$ cat src/rtl/storage_readout_pkg.sv
// Shared definitions for the capture-storage drain engine: state encoding,
// channel-select codes and the default storage read latency.
package storage_readout_pkg;

  typedef enum logic [2:0] {
    ST_IDLE    = 3'd0,
    ST_ISSUE   = 3'd1,
    ST_WAIT    = 3'd2,
    ST_SEND_LO = 3'd3,
    ST_SEND_HI = 3'd4,
    ST_FIN     = 3'd5
  } state_e;

  localparam logic [1:0] CH_A   = 2'd0;
  localparam logic [1:0] CH_B   = 2'd1;
  localparam logic [1:0] CH_ALT = 2'd2;

  localparam int RD_LAT_DEFAULT = 2;

  // The reserved select code behaves exactly like bank-A-only.
  function automatic logic [1:0] norm_mode(input logic [1:0] sel);
    logic [1:0] m;
    if (sel == 2'd3) begin
      m = CH_A;
    end else begin
      m = sel;
    end
    return m;
  endfunction

endpackage

$ cat src/rtl/readout_byte_ser.sv
// Word hold register and two-beat (low byte, then high byte) valid/ready
// serialiser; flags the low-byte and the completing high-byte handshakes.
module readout_byte_ser
  import storage_readout_pkg::*;
(
  input  logic        clk,
  input  logic        rst_n,
  input  logic        load,
  input  logic [15:0] din,
  input  logic        flush,
  input  logic        byte_ready,
  output logic [7:0]  byte_out,
  output logic        byte_valid,
  output logic        lo_accepted,
  output logic        word_accepted
);

  logic [15:0] hold_q, hold_d;
  logic        valid_q, valid_d;
  logic        hi_q, hi_d;

  // Next hold/valid/phase; flush wins over a load or a handshake in the same cycle.
  always_comb begin
    hold_d  = hold_q;
    valid_d = valid_q;
    hi_d    = hi_q;
    if (flush) begin
      valid_d = 1'b0;
      hi_d    = 1'b0;
    end else if (load) begin
      hold_d  = din;
      valid_d = 1'b1;
      hi_d    = 1'b0;
    end else if (valid_q && byte_ready) begin
      if (hi_q) begin
        valid_d = 1'b0;
        hi_d    = 1'b0;
      end else begin
        hi_d    = 1'b1;
      end
    end else begin
      hi_d    = hi_q;
    end
  end

  // Serialiser state registers.
  always_ff @(posedge clk or negedge rst_n) begin
    if (!rst_n) begin
      hold_q  <= 16'h0000;
      valid_q <= 1'b0;
      hi_q    <= 1'b0;
    end else begin
      hold_q  <= hold_d;
      valid_q <= valid_d;
      hi_q    <= hi_d;
    end
  end

  // Byte select comes straight from flops, so it cannot move while stalled.
  assign byte_out      = hi_q ? hold_q[15:8] : hold_q[7:0];
  assign byte_valid    = valid_q;
  assign lo_accepted   = valid_q && byte_ready && !hi_q;
  assign word_accepted = valid_q && byte_ready && hi_q;

endmodule

$ cat src/rtl/storage_readout.sv
// Drain engine: strobes the dual-bank storage one word at a time and streams
// each returned word out as two bytes, low byte first.
module storage_readout
  import storage_readout_pkg::*;
#(
  parameter int RD_LAT = RD_LAT_DEFAULT,
  parameter int CNT_W  = 16
) (
  input  logic             rdclk,
  input  logic             rst_n,
  input  logic             start,
  input  logic             abort,
  input  logic [1:0]       chan_sel,
  input  logic [CNT_W-1:0] sample_count,
  output logic             rdenA,
  output logic             rdenB,
  input  logic [15:0]      dout_in,
  output logic [7:0]       byte_out,
  output logic             byte_valid,
  input  logic             byte_ready,
  output logic             busy,
  output logic             done,
  output logic             aborted,
  output logic [CNT_W-1:0] words_read
);

  localparam int WCW = (RD_LAT > 2) ? $clog2(RD_LAT) : 1;

  state_e           state_q, state_d;
  logic [CNT_W-1:0] remaining_q, remaining_d;
  logic [CNT_W-1:0] words_read_q, words_read_d;
  logic [1:0]       mode_q, mode_d;
  logic             bank_q, bank_d;
  logic [WCW-1:0]   wait_cnt_q, wait_cnt_d;
  logic             aborted_q, aborted_d;
  logic             rdena_q, rdena_d;
  logic             rdenb_q, rdenb_d;
  logic             busy_q, busy_d;
  logic             done_q, done_d;

  logic ser_load_s;
  logic ser_flush_s;
  logic lo_acc_s;
  logic word_acc_s;

  readout_byte_ser u_ser (
    .clk          (rdclk),
    .rst_n        (rst_n),
    .load         (ser_load_s),
    .din          (dout_in),
    .flush        (ser_flush_s),
    .byte_ready   (byte_ready),
    .byte_out     (byte_out),
    .byte_valid   (byte_valid),
    .lo_accepted  (lo_acc_s),
    .word_accepted(word_acc_s)
  );

  // Drain sequencing, counters and bank selection.
  always_comb begin
    state_d      = state_q;
    remaining_d  = remaining_q;
    words_read_d = words_read_q;
    mode_d       = mode_q;
    bank_d       = bank_q;
    wait_cnt_d   = wait_cnt_q;
    aborted_d    = aborted_q;
    ser_load_s   = 1'b0;
    ser_flush_s  = 1'b0;
    case (state_q)
      ST_IDLE: begin
        if (start) begin
          remaining_d  = sample_count;
          mode_d       = norm_mode(chan_sel);
          words_read_d = {CNT_W{1'b0}};
          aborted_d    = 1'b0;
          bank_d       = (norm_mode(chan_sel) == CH_B);
          if (sample_count == {CNT_W{1'b0}}) begin
            state_d = ST_FIN;
          end else begin
            state_d = ST_ISSUE;
          end
        end else begin
          state_d = ST_IDLE;
        end
      end
      ST_ISSUE: begin
        if (abort) begin
          aborted_d = 1'b1;
          state_d   = ST_FIN;
        end else begin
          wait_cnt_d = WCW'(RD_LAT - 1);
          state_d    = ST_WAIT;
        end
      end
      ST_WAIT: begin
        if (abort) begin
          aborted_d = 1'b1;
          state_d   = ST_FIN;
        end else if (wait_cnt_q == {WCW{1'b0}}) begin
          ser_load_s = 1'b1;
          state_d    = ST_SEND_LO;
        end else begin
          wait_cnt_d = wait_cnt_q - WCW'(1);
        end
      end
      ST_SEND_LO: begin
        if (abort) begin
          ser_flush_s = 1'b1;
          aborted_d   = 1'b1;
          state_d     = ST_FIN;
        end else if (lo_acc_s) begin
          state_d = ST_SEND_HI;
        end else begin
          state_d = ST_SEND_LO;
        end
      end
      ST_SEND_HI: begin
        // A high-byte handshake coinciding with abort still completes the word.
        if (word_acc_s) begin
          words_read_d = words_read_q + CNT_W'(1);
          remaining_d  = remaining_q - CNT_W'(1);
          if (mode_q == CH_ALT) begin
            bank_d = !bank_q;
          end else begin
            bank_d = bank_q;
          end
          if (abort) begin
            aborted_d = 1'b1;
            state_d   = ST_FIN;
          end else if (remaining_q == CNT_W'(1)) begin
            state_d = ST_FIN;
          end else begin
            state_d = ST_ISSUE;
          end
        end else if (abort) begin
          ser_flush_s = 1'b1;
          aborted_d   = 1'b1;
          state_d     = ST_FIN;
        end else begin
          state_d = ST_SEND_HI;
        end
      end
      ST_FIN: begin
        state_d = ST_IDLE;
      end
      default: begin
        state_d = ST_IDLE;
      end
    endcase
  end

  // Registered strobes and status, decoded from the state being entered.
  always_comb begin
    rdena_d = (state_d == ST_ISSUE) && !bank_d;
    rdenb_d = (state_d == ST_ISSUE) && bank_d;
    busy_d  = (state_d != ST_IDLE);
    done_d  = (state_q == ST_FIN);
  end

  // Control and counter registers.
  always_ff @(posedge rdclk or negedge rst_n) begin
    if (!rst_n) begin
      state_q      <= ST_IDLE;
      remaining_q  <= {CNT_W{1'b0}};
      words_read_q <= {CNT_W{1'b0}};
      mode_q       <= CH_A;
      bank_q       <= 1'b0;
      wait_cnt_q   <= {WCW{1'b0}};
      aborted_q    <= 1'b0;
      rdena_q      <= 1'b0;
      rdenb_q      <= 1'b0;
      busy_q       <= 1'b0;
      done_q       <= 1'b0;
    end else begin
      state_q      <= state_d;
      remaining_q  <= remaining_d;
      words_read_q <= words_read_d;
      mode_q       <= mode_d;
      bank_q       <= bank_d;
      wait_cnt_q   <= wait_cnt_d;
      aborted_q    <= aborted_d;
      rdena_q      <= rdena_d;
      rdenb_q      <= rdenb_d;
      busy_q       <= busy_d;
      done_q       <= done_d;
    end
  end

  assign rdenA      = rdena_q;
  assign rdenB      = rdenb_q;
  assign busy       = busy_q;
  assign done       = done_q;
  assign aborted    = aborted_q;
  assign words_read = words_read_q;

endmodule

$ cat config.mk
export PLATFORM = sky130hd
export DESIGN_NAME = storage_readout
export DESIGN_NICKNAME = d
export VERILOG_FILES = /design/src/rtl/storage_readout_pkg.sv /design/src/rtl/readout_byte_ser.sv /design/src/rtl/storage_readout.sv
export SDC_FILE = /design/constraint.sdc
export NUM_CORES = 1
export LEC_CHECK = 0
export ABC_AREA = 1
export CAP_MARGIN = 30
export CORE_MARGIN = 2
export CORE_UTILIZATION = 56
export DETAILED_ROUTE_END_ITERATION = 8
export PLACE_DENSITY = 0.91
export SYNTH_ARGS = -nofsm -noshare
export SYNTH_HDL_FRONTEND = slang
export SYNTH_SLANG_ARGS = --single-unit
$ cat constraint.sdc
create_clock -name rdclk -period 3.5 [get_ports rdclk]
set_input_delay 0.7 -clock rdclk [delete_from_list [all_inputs] [get_ports rdclk]]
set_output_delay 0.7 -clock rdclk [all_outputs]
set_load 0.01 [all_outputs]
==> qor.txt, run 1 <==
Worst-Margin Slew = 0.6648 ns
share of post-route cells with drive strength above 1 = 0.06173
IO Pins = 69
final cycle utilization of the critical path = 0.7026
WP data required = 2.80 ns
Final Hold Fails = 0
Synth Area in Simple Gates = 0.3650
global-route met3 utilization = 0.05978
Final GP Congestion = 0.8711
Non-Filler Instances = 642
Reg clk slew, reported paths = 0.07 ns
Initial Util = 0.5830
vias in the first global route = 3473
CP Max Fanout = 11
row cnt = 28
TritonRoute pass-1 iters = 6
Synth top cells by count = nand2_1, nor2_1, dfrtp_1
Gate Count Post-Synth = 493
clock buffer depth = 2
total global routing overflow = 0
number of diodes = 0
setup TNS = 0 ns
root buf cell = clkbuf_8
Yosys reg bits = 62
DP HPWL = 6.364 mm
area leader, netlist = dfrtp_1
Compound-Gate Fraction of Synth Area = 0.1027
area share of fa/ha/maj cells after synthesis = 0.01081
CTS tree = done
worst vdd ir = 538.8 µV
# port buffers = 68
synth top area cells = dfrtp_1, nand2_1, nor2_1
# placed instances = 626
final net count = 604
top_reg_cell synth = dfrtp_1
Slew Viols, Final = 0
cts repair resizes = 0
mean post-synth cell area = 7.043 µm²
initial drt markers = 324
Comb power frac = 0.411
max_cap viols = 0
WHS = 0.3883 ns
status = complete, no violations
hold_buf cts = 0
Sequential Power Share = 0.376
RSZ-0062 raised after global routing = no
Die H = 82.74 µm
CP max-delay cell = clkdlybuf4s50_1
fmax = 0.4067 GHz
Unique masters post-synth = 31
die area = 6846 µm²
main combinational cell family by area after synthesis = simple AND/OR/NAND/NOR gates
Static Leak = 2.061 nW
M1 GR Usage = 0.3508
Psw = 1.290 mW
Skew-Pair Late Insertion Delay = 0.35 ns
CTS H-Tree Depth = 3
Slew HR = 0.5568
crit path launch type = register
critical path, cell by cell = inv_2 > nand2_1 > nand2_1 > clkdlybuf4s50_1
CP arrival = 1.76 ns
CP dominant cell by count = nand2_1
Final WS setup = 1.041 ns
Cell Pwr Density = 710.7 nW/µm²
area growth from synthesis to layout = 26.20%
Sw Share = 0.4144
number of CTS-inserted buffers = 9
met2 GRT Util = 0.4863
GRT Overall Usage = 0.2853
HP Class = input pin to asynchronous set/reset pin
Crit Path Category = register to primary output
Seq/Total Area, Yosys = 0.4468
Mapped Area = 3472 µm²
minimum clock period = 2.459 ns
CTS Sinks = 62
Die W = 82.74 µm
largest net degree at the start of global routing = 34
initial antenna violation count = 0
post-synthesis xor/xnor area fraction = 0
dpl ws = 0.9140 ns
Core Area = 5956 µm²
Post-CTS Setup Bufs = 0
Yosys top cell area share = 0.4468
Ys Warns = 0
DRT antenna net count = 0
Final Power = 3.114 mW
clock share of power = 0.213
Post-Route WL = 9.030 mm
# setup viols final = 0
Fin Clk Skew = 0.01012 ns
Avg Vias per Cell = 5.578
DRC Markers = 0
mux cell area share after synthesis = 0
Crit. End Element = primary output
first-pass GRT wire length = 14.92 mm
Post-synth EDFFs = 0
Syn Nets = 535
most numerous cell in the Yosys netlist = nand2_1
ys async rst share = 1.000
Max stage delay on crit path = 0.54 ns
WL/cell = 14.07 µm
Most Crowded Layer GR = met2
Int Pwr = 1.823 mW
via count = 3581
==> through the flow <==
stage / area [µm²] / utilization
after floorplan: 3472 / -
after global placement: 4182 / 0.7021
after detailed placement: 4182 / 0.7021
after CTS: 4382 / 0.7357
after global routing: 4382 / 0.7357
final: 4382 / 0.7357
==> final timing paths <==
check,end,startpoint,cells after the start,slack [ns]
max in group asynchronous,mode_q[1]$_DFFE_PN0P_,rst_n,2,2.23
max,byte_out[1],u_ser.hi_q$_DFFE_PN0P_,4,1.04
min,u_ser.hold_q[13]$_DFFE_PN0P_,rst_n,1,0.39
max reg2reg,words_read[5]$_DFFE_PN0P_,state_q[0]$_DFF_PN0_,8,1.34
min in group rdclk,u_ser.hold_q[5]$_DFFE_PN0P_,u_ser.hold_q[5]$_DFFE_PN0P_,2,0.48
min reg2reg,u_ser.hold_q[5]$_DFFE_PN0P_,u_ser.hold_q[5]$_DFFE_PN0P_,2,0.48
==> registers in the layout, summed over array words and instances, names as in the netlist <==
register,flops
remaining_q,16
rdenB,1
bank_q,1
done,1
u_ser.byte_valid,1
u_ser.hi_q,1
mode_q,2
u_ser.hold_q,16
busy,1
wait_cnt_q,1
rdenA,1
state_q,3
aborted,1
words_read,16
==> kinds of logic (layout without fill, tap and decap cells) <==
group,count (synthesis),count (layout)
buffers and inverters,61,135
adder cells (fa/ha/maj),3,3
AO/OA/AOI/OAI,64,64
flip-flops,62,62
AND/OR/NAND/NOR,303,303
==> cell type report <==
class                   instances  area, µm²
inverters                      49      183.9
flip-flops and latches         62       1551
fillers                       491       1574
clock buffers                  12      155.1
multi-input cells             370       1662
well taps                      75      93.84
repair buffers                 70      690.7
clock inverters                 4      45.04
==> critical path: cells and delay by family, from the launching register on <==
kind	cells	cell delay [ns]
buffers and inverters	2	0.76
flip-flops	1	0.52
AND/OR/NAND/NOR	2	0.15
==> power groups by stage <==
stage | logic [mW] | clock network (mW) | registers [mW]
after floorplan | 0.878 | 0 | 1.13
after global placement | 1.21 | 0 | 1.16
after detailed placement | 1.26 | 0 | 1.17
after CTS | 1.27 | 0.660 | 1.17
after global routing | 1.45 | 0.694 | 1.20
final | 1.28 | 0.663 | 1.17
==> placed cells by master (no fill, tap or decap), types with 3 or more instances in the layout <==
cell / Yosys / final
nand2_1: 175 / 175
inv_2: 6 / 6
a31oi_1: 3 / 3
clkdlybuf4s50_1: 0 / 67
nor2_4: 3 / 3
nand4_1: 12 / 12
o21ai_0: 28 / 28
nor2_1: 63 / 63
clkinv_2: 0 / 3
inv_1: 43 / 43
nand3_1: 32 / 32
a21oi_1: 16 / 16
dfrtp_1: 62 / 62
o21ai_1: 4 / 4
o22ai_1: 3 / 3
clkbuf_8: 0 / 11
nor3_1: 12 / 12
ha_1: 3 / 3
==> layer usage <==
metal	wire length [µm]	share of wire
met2	4570	0.51
met1	3728	0.41
met3	548	0.061
met4	183	0.020
met5	0	0
No activity file was read; power rests on OpenSTA's default activity.
==> inputs of run 2 (changes only) <==
CORE_UTILIZATION = 52   (was 56)
PLACE_DENSITY = 0.85   (was 0.91)
clock period = 2.6 ns   (was 3.5 ns; I/O delays follow)
==> run 2 against run 1 <==
Worst setup slack worse by 0.75 ns. Clock power is 32% higher. Design area is 0.71% higher. Highest routed layer unchanged. Via count decreased by 1.7%. Count of clock-buffer cells in the layout decreased by 3. Wire length down 3.0%. Combinational power up 36%. First-iteration DRC count fell by 21%. Global-route usage is 3.6 points lower. Non-clock buffer count did not move.
==> qor.txt, run 2 (synthesis results as in run 1) <==
status = complete, no violations
TritonRoute pass-1 iters = 5
FF/Latch Area = 1551 µm²
RSZ-0062 raised after global routing = no
Final Power = 4.196 mW
Initial Util = 0.5437
GRT Overall Usage = 0.2489
Final Hold Fails = 0
WP data required = 2.08 ns
setup TNS = 0 ns
initial antenna violation count = 0
HP Class = input pin to asynchronous set/reset pin
DP HPWL = 6.233 mm
CTS H-Tree Depth = 3
commonest non-fill, non-tap cell in the layout = nand2_1
# setup viols final = 0
initial drt markers = 255
CTS tree = done
die area = 7347 µm²
CP arrival = 1.79 ns
CP dominant cell by count = nand2_1
area occupied by multi-input gates = 1662 µm²
WL/cell = 13.60 µm
Skew-Pair Late Insertion Delay = 0.35 ns
final cycle utilization of the critical path = 0.8880
Post-CTS Setup Bufs = 0
IO Pins = 69
cts repair resizes = 0
CP max-delay cell = clkdlybuf4s50_1
root buf cell = clkbuf_8
met3 WL = 534 µm
dpl ws = 0.3096 ns
Crit. End Element = primary output
largest net degree at the start of global routing = 63
DRT antenna net count = 0
Static Leak = 2.060 nW
M1 WL = 3.564 mm
reg2reg setup slack = 0.57 ns
Crit Path Category = register to primary output
Reg clk slew, reported paths = 0.08 ns
number of filler cells placed in the layout = 540
Worst-Margin Slew = 0.4914 ns
crit path launch type = register
Slew Viols, Final = 0
total global routing overflow = 0
minimum clock period = 2.309 ns
Die W = 85.72 µm
via count = 3520
row cnt = 29
Cell Pwr Density = 950.8 nW/µm²
# port buffers = 68
clock buffer depth = 2
Final GP Congestion = 0.8787
DRC Markers = 0
worst vdd ir = 584.7 µV
Core Area = 6386 µm²
leading cell types in the layout, fill and taps excluded = nand2_1, clkdlybuf4s50_1, nor2_1
share of post-route cells with drive strength above 1 = 0.06349
CTS Sinks = 62
Avg Vias per Cell = 5.466
fmax = 0.4331 GHz
final net count = 604
first-pass GRT wire length = 14.59 mm
Worst Path Buf+Inv = 2
DR WL met2 = 4.523 mm
hold_buf cts = 0
max_cap viols = 0
number of diodes = 0
critical path, cell by cell = inv_2 > nand2_1 > nand2_1 > clkdlybuf4s50_1
Fin Clk Skew = 0.005950 ns
highest routed layer = met4
vias in the first global route = 3317
Final WS setup = 0.2911 ns
Max stage delay on crit path = 0.55 ns
WHS = 0.1606 ns
Post-Route WL = 8.756 mm
Die H = 85.72 µm
CP delay by family, top = buffers and inverters
CP Max Fanout = 11
area growth from synthesis to layout = 27.10%
number of CTS-inserted buffers = 9
Slew HR = 0.6719
run 2: changes by cell type in the layout (fill, tap and decap cells not counted):
cell and delta:
clkinv_2 -3, inv_6 +3, buf_12 +2, buf_4 -2, clkbuf_8 -2, clkinvlp_4 +2, clkbuf_1 -1, clkinv_4 +1
run 2: power breakdown:
| group | internal (mW) | leakage [nW] | switching, mW | total (mW) |
|---|---|---|---|---|
| clock network | 0.453 | 0.0968 | 0.424 | 0.878 |
| logic | 0.676 | 1.16 | 1.06 | 1.74 |
| registers | 1.30 | 0.806 | 0.276 | 1.58 |
run 2: per-stage QoR:
step                  util  cells  instance area (µm²)
CTS                 0.6910    644                 4413
global placement    0.6591    628                 4209
detailed placement  0.6591    628                 4209
floorplan                -    493                 3472
global route        0.6910    644                 4413
finish              0.6910    644                 4413
run 2: final cells by class:
type / count / share of cell area
Multi-Input combinational cell: 370 / 0.3765
Clock buffer: 9 / 0.02807
Clock inverter: 7 / 0.01815
Sequential cell: 62 / 0.3516
Timing Repair Buffer: 70 / 0.1622
Tap cell: 77 / 0.02183
Inverter: 49 / 0.04168
run 2: per-layer routing:
layer	vias up	track usage
met5	-	0
met4	0	0.08658
met3	13	0.06160
met2	137	0.4396
met1	1647	0.2955
li1	1723	-
run 2: path summary, 6_finish.rpt:
path,from,end,cells past startpoint
worst max register to register,state_q[1]$_DFF_PN0_,remaining_q[12]$_DFFE_PN0P_,8
worst max-delay path,u_ser.hi_q$_DFFE_PN0P_,byte_out[3],4
worst min-delay path,rst_n,words_read[15]$_DFFE_PN0P_,2
worst min register to register,u_ser.hold_q[15]$_DFFE_PN0P_,u_ser.hold_q[15]$_DFFE_PN0P_,2
max in group asynchronous,rst_n,state_q[0]$_DFF_PN0_,2
min in group rdclk,u_ser.hold_q[15]$_DFFE_PN0P_,u_ser.hold_q[15]$_DFFE_PN0P_,2
